==> src/rtl/irq_ctrl.sv <==
// Machine-mode interrupt controller: owns mtimecmp/msip, synchronises ext_irq,
// builds mip and sequences one non-nested trap request per handler.
module irq_ctrl #(
    parameter int XLEN        = 32,
    parameter int SYNC_STAGES = 2
) (
    input  logic            clock,
    input  logic            reset,
    input  logic [63:0]     mtime,
    input  logic            cmp_we,
    input  logic            cmp_hi,
    input  logic [XLEN-1:0] cmp_wdata,
    input  logic            msip_we,
    input  logic            msip_wdata,
    input  logic            ext_irq,
    input  logic            mstatus_mie,
    input  logic [XLEN-1:0] mie,
    input  logic            retire,
    input  logic            irq_ack,
    input  logic            s_mret,
    output logic            irq_req,
    output logic [XLEN-1:0] irq_cause,
    output logic [XLEN-1:0] mip,
    output logic [63:0]     mtimecmp
);
    typedef enum logic [1:0] {IDLE, REQ, HANDLER} state_e;

    state_e                 state_q, state_d;
    logic [63:0]            cmp_q, cmp_d;
    logic                   msip_q, msip_d;
    logic                   mtip_q;
    logic [SYNC_STAGES-1:0] sync_q;
    logic [XLEN-1:0]        cause_q, cause_d;
    logic                   meip, p_ext, p_sw, p_tmr, take;

    // On RV32 mtimecmp is written one half at a time; RV64 writes it whole.
    if (XLEN == 64) begin : g_cmp64
        logic unused_cmp_hi;
        assign unused_cmp_hi = cmp_hi;
        always_comb begin
            cmp_d = cmp_q;
            if (cmp_we) cmp_d = cmp_wdata;
        end
    end else begin : g_cmp32
        always_comb begin
            cmp_d = cmp_q;
            if (cmp_we) begin
                if (cmp_hi) cmp_d[63:32] = cmp_wdata[31:0];
                else        cmp_d[31:0]  = cmp_wdata[31:0];
            end
        end
    end

    assign msip_d = msip_we ? msip_wdata : msip_q;

    // mtip samples the pre-write mtimecmp, so a same-cycle write lands a cycle later.
    always_ff @(posedge clock or negedge reset) begin
        if (!reset) begin
            cmp_q  <= '1;
            msip_q <= 1'b0;
            mtip_q <= 1'b0;
            sync_q <= '0;
        end else begin
            cmp_q  <= cmp_d;
            msip_q <= msip_d;
            mtip_q <= (mtime >= cmp_q);
            sync_q <= {sync_q[SYNC_STAGES-2:0], ext_irq};
        end
    end

    assign meip = sync_q[SYNC_STAGES-1];

    always_comb begin
        mip     = '0;
        mip[11] = meip;
        mip[7]  = mtip_q;
        mip[3]  = msip_q;
    end

    logic unused_mie;
    assign unused_mie = ^{mie[XLEN-1:12], mie[10:8], mie[6:4], mie[2:0]};

    assign p_ext = meip & mie[11];
    assign p_sw  = msip_q & mie[3];
    assign p_tmr = mtip_q & mie[7];
    assign take  = retire & mstatus_mie & (p_ext | p_sw | p_tmr);

    // Cause is captured once on entry and held through REQ regardless of the source.
    always_comb begin
        cause_d = cause_q;
        if (state_q == IDLE && take) begin
            cause_d            = '0;
            cause_d[XLEN-1]    = 1'b1;
            if (p_ext)     cause_d[3:0] = 4'd11;
            else if (p_sw) cause_d[3:0] = 4'd3;
            else           cause_d[3:0] = 4'd7;
        end
    end

    always_ff @(posedge clock or negedge reset) begin
        if (!reset) begin
            state_q <= IDLE;
            cause_q <= '0;
        end else begin
            state_q <= state_d;
            cause_q <= cause_d;
        end
    end

    always_comb begin
        state_d = state_q;
        case (state_q)
            IDLE:    if (take)    state_d = REQ;
            REQ:     if (irq_ack) state_d = HANDLER;
            HANDLER: if (s_mret)  state_d = IDLE;
            default:              state_d = IDLE;
        endcase
    end

    always_comb begin
        irq_req   = (state_q == REQ);
        irq_cause = cause_q;
        mtimecmp  = cmp_q;
    end
endmodule

==> config.mk <==
export PLATFORM = sky130hd
export DESIGN_NAME = irq_ctrl
export DESIGN_NICKNAME = d
export VERILOG_FILES = /design/src/rtl/irq_ctrl.sv
export SDC_FILE = /design/constraint.sdc
export NUM_CORES = 1
export LEC_CHECK = 0
export CAP_MARGIN = 10
export CELL_PAD_IN_SITES_DETAIL_PLACEMENT = 0
export CELL_PAD_IN_SITES_GLOBAL_PLACEMENT = 1
export CORE_MARGIN = 2
export CORE_UTILIZATION = 30
export CTS_CLUSTER_DIAMETER = 200
export DETAILED_ROUTE_END_ITERATION = 8
export PLACE_DENSITY = 0.9
export SYNTH_ARGS = -nofsm -noshare
export SYNTH_HDL_FRONTEND = slang
export SYNTH_SLANG_ARGS = --single-unit
==> constraint.sdc <==
create_clock -name clock -period 4.5 [get_ports clock]
set_input_delay 0.9 -clock clock [delete_from_list [all_inputs] [get_ports clock]]
set_output_delay 0.9 -clock clock [all_outputs]
set_load 0.03 [all_outputs]
== Yosys cells after proc, flatten, opt, wreduce, memory -nomap -nowiden ==
Index checks and enable logic that the tools add are counted.

* Register bits after elaboration: 75
* Input bits: 139
* Output and inout port bits: 129

* Reduce and logical (&&, ||, !) cells: 5
* Equal/unequal tests: 5
* Bitwise gates (word level): 8
* Mux-type cells: 6
* $lt $le $gt $ge: 1

{| class="wikitable"
|+ Operators with widths
! operator !! number
|-
| 64-bit greater-or-equal comparator || 1
|-
| 2-bit 2-to-1 mux || 3
|-
| 2-bit != test (second input constant) || 3
|-
| 2-bit case mux with 3 select lines || 1
|-
| 1-bit bitwise AND || 5
|-
| 4-bit 2-to-1 mux || 1
|-
| 2-bit AND reduction || 2
|-
| 3-bit 2-to-1 mux || 1
|-
| 3-bit AND reduction || 1
|-
| 2-bit by 1-bit equality test with 1-bit output (second input constant) || 1
|-
| 2-bit equality test (second input constant) || 1
|-
| 2-bit logical NOT || 1
|-
| 1-bit OR || 2
|-
| 1-bit logical AND || 1
|-
| 1-bit NOT || 1
|}

== Depth between registers and ports, before layout ==
Gate-level depths: netlist of the first run.

* Word-level depth: 6
* Mapped depth: 8
* Gate-level depth less buffers: 8

== Worst setup path before layout of the first run ==
Ideal clock, no wire load.

* Kind: in2reg
* From: input mtime[61]
* To: register mtip_q
* Arrival: 2769 ps
* Stages: 6
* Setup slack: 1655 ps
* Path buffers: 0
* Data required time: 4424 ps
* Path through: ha_1 -> nand4_1 -> or4_1 -> or3_1 -> or4_1 -> o21ai_1

* Word-level cells in the longest chain between the ends: 1

{| class="wikitable"
|+ Ends and longest elaborated chain
! element !! RTL line !! source
|-
| from (decl) || 9 || <nowiki>input logic [63:0] mtime,</nowiki>
|-
| 64-bit greater-or-equal comparator || 66 || <nowiki>mtip_q <= (mtime >= cmp_q);</nowiki>
|-
| to (signal assigned) || 66 ||
|-
| to (decl) || 31 || <nowiki>logic mtip_q;</nowiki>
|}

Every way passes these cells.
A chain may end at the register's enable or synchronous reset.

== Worst setup path in the final report of the first run ==
Same ends and word-level chain as after synthesis.

==> results of run 1 <==
[cell type report]
class / instances / area, um^2 / area share (%)
well taps: 211 / 264 / 3.82
clock inverters: 3 / 67.6 / 0.977
repair buffers: 183 / 1830 / 26.4
clock buffers: 13 / 292 / 4.22
inverters: 65 / 244 / 3.53
flip-flops and latches: 73 / 1910 / 27.6
multi-input cells: 329 / 2310 / 33.4
[layout by cell type, fill, tap and decap left out, types with 2 or more instances in the layout]
cell type / count
conb_1: 56
or3_1: 2
nor3_1: 3
nand2_1: 46
mux2_2: 36
inv_1: 65
a21o_1: 4
nand4_1: 12
clkbuf_16: 10
ha_1: 64
or4_1: 3
nand3_1: 8
o21ai_0: 39
clkdlybuf4s50_1: 181
a21oi_1: 23
nor2_1: 9
clkbuf_8: 3
dfstp_2: 64
bufinv_16: 2
dfrtp_1: 9
buf_4: 2
a211oi_1: 5
[report_power, final]
| part | switching [W] | total (W) | internal, W | leakage [nW] |
|---|---|---|---|---|
| clock | 0.000285 | 0.000850 | 0.000565 | 0.173 |
| sequential | 0.0000652 | 0.000876 | 0.000811 | 0.779 |
| combinational | 0.000519 | 0.000919 | 0.000401 | 2.12 |
| total | 0.000869 | 0.00265 | 0.00178 | 3.07 |
[worst max-delay path: stages]
cell and delay, ps:
clkdlybuf4s50_1 400, ha_1 300, nand4_1 190, or4_1 590, or3_1 350, or4_1 530
o21ai_1 150
[synth_stat cells, drive strengths merged, types with 2 or more instances]
master	instances	area, um^2
nand3	8	40.0
or3	2	12.5
buf	64	469
nor3	3	15.0
nand2	47	176
o21ai	40	200
dfstp	64	1680
a21oi	23	115
nor2	9	33.8
a211oi	5	37.5
a21o	5	38.8
dfrtp	9	225
nor2b	2	12.5
nand4	12	75.1
clkbuf	7	26.3
inv	65	244
mux2	36	405
or4	3	22.5
ha	64	801
[sequential cells by signal, indices dropped and copies added (netlist names)]
register and flops:
state_q 2, sync_q 2, irq_cause 3, mtip_q 1, msip_q 1, mtimecmp 64
[metal layers]
layer / wire length [um] / part of all wire (%) / GRT usage [%] / vias up
li1: - / - / - / 1881
met1: 5540 / 43 / 19.5 / 1740
met2: 6220 / 48 / 26.0 / 128
met3: 823 / 6.4 / 3.77 / 14
met4: 265 / 2.1 / 6.07 / 0
met5: 0 / 0 / 0 / -
[kinds of logic (layout without fill, tap and decap cells)]
logic type / after synthesis / in the layout / share of synthesized area, %
muxes: 36 / 36 / 8.55
DFF: 73 / 73 / 40.2
other: 1 / 56 / 0.0791
buffers and inverters: 136 / 264 / 15.6
adders and majority gates: 64 / 64 / 16.9
AOI/OAI and AO/OA: 82 / 82 / 9.79
and+or+nand+nor: 91 / 91 / 8.89
[how the worst max path moves through the flow]
stage	to	slack, ps	depth (start not counted)
after floorplan	mtip_q$_DFF_PN0_	1650	6
after global routing	mtip_q$_DFF_PN0_	1210	7
after global placement	mtip_q$_DFF_PN0_	1030	7
final	mtip_q$_DFF_PN0_	1340	7
after CTS	mtip_q$_DFF_PN0_	1340	7
after detailed placement	mtip_q$_DFF_PN0_	980	7
[through the flow]
step	hold slack, ps	util, %	total power, W	instances
floorplan	331	-	0.00146	538
global placement	336	42.8	0.00180	861
detailed placement	336	42.8	0.00181	861
CTS	350	45.1	0.00269	877
global route	370	45.1	0.00281	877
finish	353	45.1	0.00265	877
==> impl_metrics.toml, run 1 <==
[min_path]
min_to = "sync_q[1]$_DFF_PN0_"
worstHoldPathCells = 0
min_from = "sync_q[0]$_DFF_PN0_"
hold_class = "reg -> reg"

[layout]
layout-drive-gt1-share_pct = 18.3
stdcell_area_um2 = 6910
fillers = 1504
syn2layout_area_growth_pct = 45.8
final_nets = 864
diodes = 0

[timing]
fin_crit_ps = 3160
rsz0062_at_grt = "no"
tightest_slew_ps = 975
hold_viol_final = 0
fin_crit_sh_pct = 70.1
finalSetupViolations = 0
slew_headroom_pct = 35.0
fin_ws_ps = 1340
finalSetupTns_ps = 0
final_max_slew_viol_count = 0
fin_skew_ps = 8.67
fmax_mhz = 317

[grt]
antenna_found_initial = 0
grt_usage_pct = 15.6
grt_pass1_wl_um = 19900
grt_overflow = 0
grt_pass1_vias = 3800
grt_max_degree = 74

[setup_path]
reg2reg_depth = 7
reg2reg_slack_ps = 1720
crit_start = "mtime[61]"
crit_arrival_ps = 3410
critPathCaptureType = "flop"
r2r-start = "mtimecmp[63]$_DFFE_PN1P_"
path_class = "in -> reg"
cp_max_fo = 3
worstReg2RegEnd = "mtip_q$_DFF_PN0_"
worstSetupStartpointType = "input pin"
critPathRequiredTime_ps = 4750

[synth]
synth_seq_cells = 73
avgSynthCellArea_um2 = 9.82
ys_warn_count = 0
synthFlopType = "dfstp_2"
synth_cells = 483
synth_edf_count = 0
synth_cell_type_count = 37
syn_area_um2 = 4740
synth_seq_area_share_pct = 40.2
async_reset_ff_share_pct = 100

[routing]
drtIter0Drc = 103
vias_per_cell = 4.29
drc = 0
dr_total_vias = 3763
routed_wl_um = 12900
ant_nets = 0
detail_route.first_pass.iterations = 4
wl_per_cell_um = 14.7

[placed_design]
globalplace.congestion = 0.777
detailed_place_hpwl_um = 10300
dp_worst_setup_slack_ps = 983
placed_area_um2 = 6550
io_buffers = 182

[cts]
cts_buffers = 9
post_cts_buffers = 0
ctsHoldBuffers = 0
root_buffer = "clkbuf_16"
clk_latency_ps = 340
clkSlewWorstSetupHoldPaths_ps = 60
cts_htree_levels = 3
cts.path.max_buffers = 2
cts.sinks = 73
cts_resized = 0
tritoncts = "built"

[floorplan]
die_x_um = 130
core_um2 = 15300
dieArea_um2 = 16800
num_rows = 45
initial_core_util_pct = 31.0
ios = 268
dieHeight_um = 130

[run_status]
outcome = "finished, final reports clean"

[power_and_ir_drop]
power_density_nw_per_um2 = 383
p_leak_nw = 3.07
max-vdd-ir-drop_uv = 172

[job]
maxCapViolations = 0
(Power assumes the default switching activity.)
==> inputs of run 2 (changes only) <==
CORE_UTILIZATION = 25   (was 30)
PLACE_DENSITY = 0.8   (was 0.9)
clock period = 2.9 ns   (was 4.5 ns; I/O delays follow)
==> run 2 against run 1 <==
Effect of this change:
- flip-flop and latch count unchanged
- core utilization shrank 7.9 points
- global-route usage down 1.9 points
- clock skew fell by 3.0 ps
- power rose by 45%
- via count is 0.58% higher
- combinational power up 57%
- highest routed layer unchanged
- register-to-register slack got worse by 1500 ps
- sequential share of layout area shrank 0.13 points
- die area is 19% higher
- non-clock buffer count rose by 9
- largest cell class unchanged
- largest power group unchanged
==> impl_metrics.toml, run 2 (same netlist as run 1, synthesis figures left out) <==
[floorplan]
initial_core_util_pct = 25.4
ios = 268
core_um2 = 18600
die_x_um = 142
dieHeight_um = 142
dieArea_um2 = 20100
num_rows = 50

[cts]
cts_buffers = 9
clkSlewWorstSetupHoldPaths_ps = 60
clk_latency_ps = 340
post_cts_buffers = 0
cts.path.max_buffers = 2
ctsHoldBuffers = 0
cts.sinks = 73
tritoncts = "built"
root_buffer = "clkbuf_16"
cts_htree_levels = 3

[power_and_ir_drop]
p_leak_nw = 3.08
max-vdd-ir-drop_uv = 251
power_density_nw_per_um2 = 552

[setup_path]
path_class = "in -> reg"
cp_max_fo = 2
r2r-start = "mtimecmp[50]$_DFFE_PN1P_"
path_cells = "clkdlybuf4s50_1, ha_1, nand4_1, or4_4, or3_4, or4_1, o21ai_1"
critPathCaptureType = "flop"
timing.critical_path.buf_inv = 1
crit_arrival_ps = 3060
slowest_delay_ps = 580
reg2reg_slack_ps = 190
reg2reg_depth = 7
critPathRequiredTime_ps = 3160
crit_slowest_cell = "or4_4"
critPathTopFamily = "simple AND/OR/NAND/NOR gates"
crit_start = "mtime[50]"
worstSetupStartpointType = "input pin"
worstReg2RegEnd = "mtip_q$_DFF_PN0_"

[layout]
final_nets = 873
largest_reg_flops = 64
layout-drive-gt1-share_pct = 19.7
syn2layout_area_growth_pct = 46.5
final_util_pct = 37.3
final_common_cell = "clkdlybuf4s50_1"
layout_common_cells = "clkdlybuf4s50_1, inv_1, ha_1, dfstp_2, conb_1"

[timing]
hold_viol_final = 0
fin_crit_sh_pct = 96.3
fmax_mhz = 358
finalSetupViolations = 0
final_max_slew_viol_count = 0
fin_crit_ps = 2790
rsz0062_at_grt = "no"
finalSetupTns_ps = 0
fin_skew_ps = 5.70
hold-worst-slack_ps = 136

[routing]
dr_total_vias = 3785
routed_wl_um = 13300
ant_nets = 0
vias_per_cell = 4.16
wl_per_cell_um = 14.6
detail_route.first_pass.iterations = 4
drtIter0Drc = 73
drc = 0

[grt]
grt_max_degree = 32
grt_overflow = 0
grt_pass1_vias = 3963
grt_usage_pct = 13.7
antenna_found_initial = 1
grt_pass1_wl_um = 20900

[placed_design]
globalplace.congestion = 0.817
io_buffers = 182
detailed_place_hpwl_um = 11100

[run_status]
outcome = "finished, final reports clean"

[job]
maxCapViolations = 0

[min_path]
hold_class = "in -> async"
run 2: cell count changes in the layout (fill, tap and decap cells not counted), sizes merged:
cell and delta:
bufinv -2, clkbuf -4, buf +9, inv +1
clkinvlp +2, clkinv +3, diode +1
run 2: worst register-to-register path: cells and delay by family (launching register included):
family | cells | cell delay (ps)
compound gates | 1 | 130
buf+inv | 1 | 40
fa+ha+maj | 1 | 280
simple gates | 4 | 1650
flops | 1 | 540
run 2: how the worst max path moves through the flow:
stage / endpoint / slack, ps / cells past startpoint
after global placement: mtip_q$_DFF_PN0_ / -220 / 7
after detailed placement: mtip_q$_DFF_PN0_ / -270 / 7
after CTS: mtip_q$_DFF_PN0_ / 90 / 7
after floorplan: mtip_q$_DFF_PN0_ / 280 / 7
after global routing: mtip_q$_DFF_PN0_ / 20 / 7
final: mtip_q$_DFF_PN0_ / 110 / 7
run 2: layout make-up:
class | instances | area, um^2
antenna | 1 | 2.50
clock buffer | 9 | 225
clock inverter | 7 | 46.3
fill | 1904 | 11700
inverter | 65 | 244
multi-input combinational | 329 | 2320
sequential | 73 | 1910
tap | 234 | 293
timing repair buffer | 192 | 1910
run 2: stage by stage:
stage	cell area (um^2)	std cells	total power (W)	worst slack [ps]
6_report	6950	910	0.00384	106
2_1_floorplan	4950	538	0.00226	279
3_5_place_dp	6660	893	0.00284	-271
4_1_cts	6930	909	0.00392	91.0
3_3_place_gp	6660	893	0.00282	-224
5_1_grt	6940	909	0.00410	15.9
run 2: what timing repair did:
action	4_1_cts	5_1_grt
gates resized for setup	0	2
hold endpoints to repair	0	0
setup endpoints to repair	0	1
run 2: report_power, final:
group	internal (W)	total (W)	leakage [nW]	switching, W
Sequential	0.00126	0.00136	0.779	0.000100
Clock	0.000577	0.00104	0.128	0.000458
Combinational	0.000632	0.00144	2.17	0.000811
Total	0.00247	0.00384	3.08	0.00137
run 2: metal layers:
layer  vias up  share of wire, %  GRT usage [%]
met4         0               2.2           5.26
li1       1898                 -              -
met1      1748                45           17.4
met2       123                47           22.9
met5         -                 0              0
met3        16               5.4           2.77
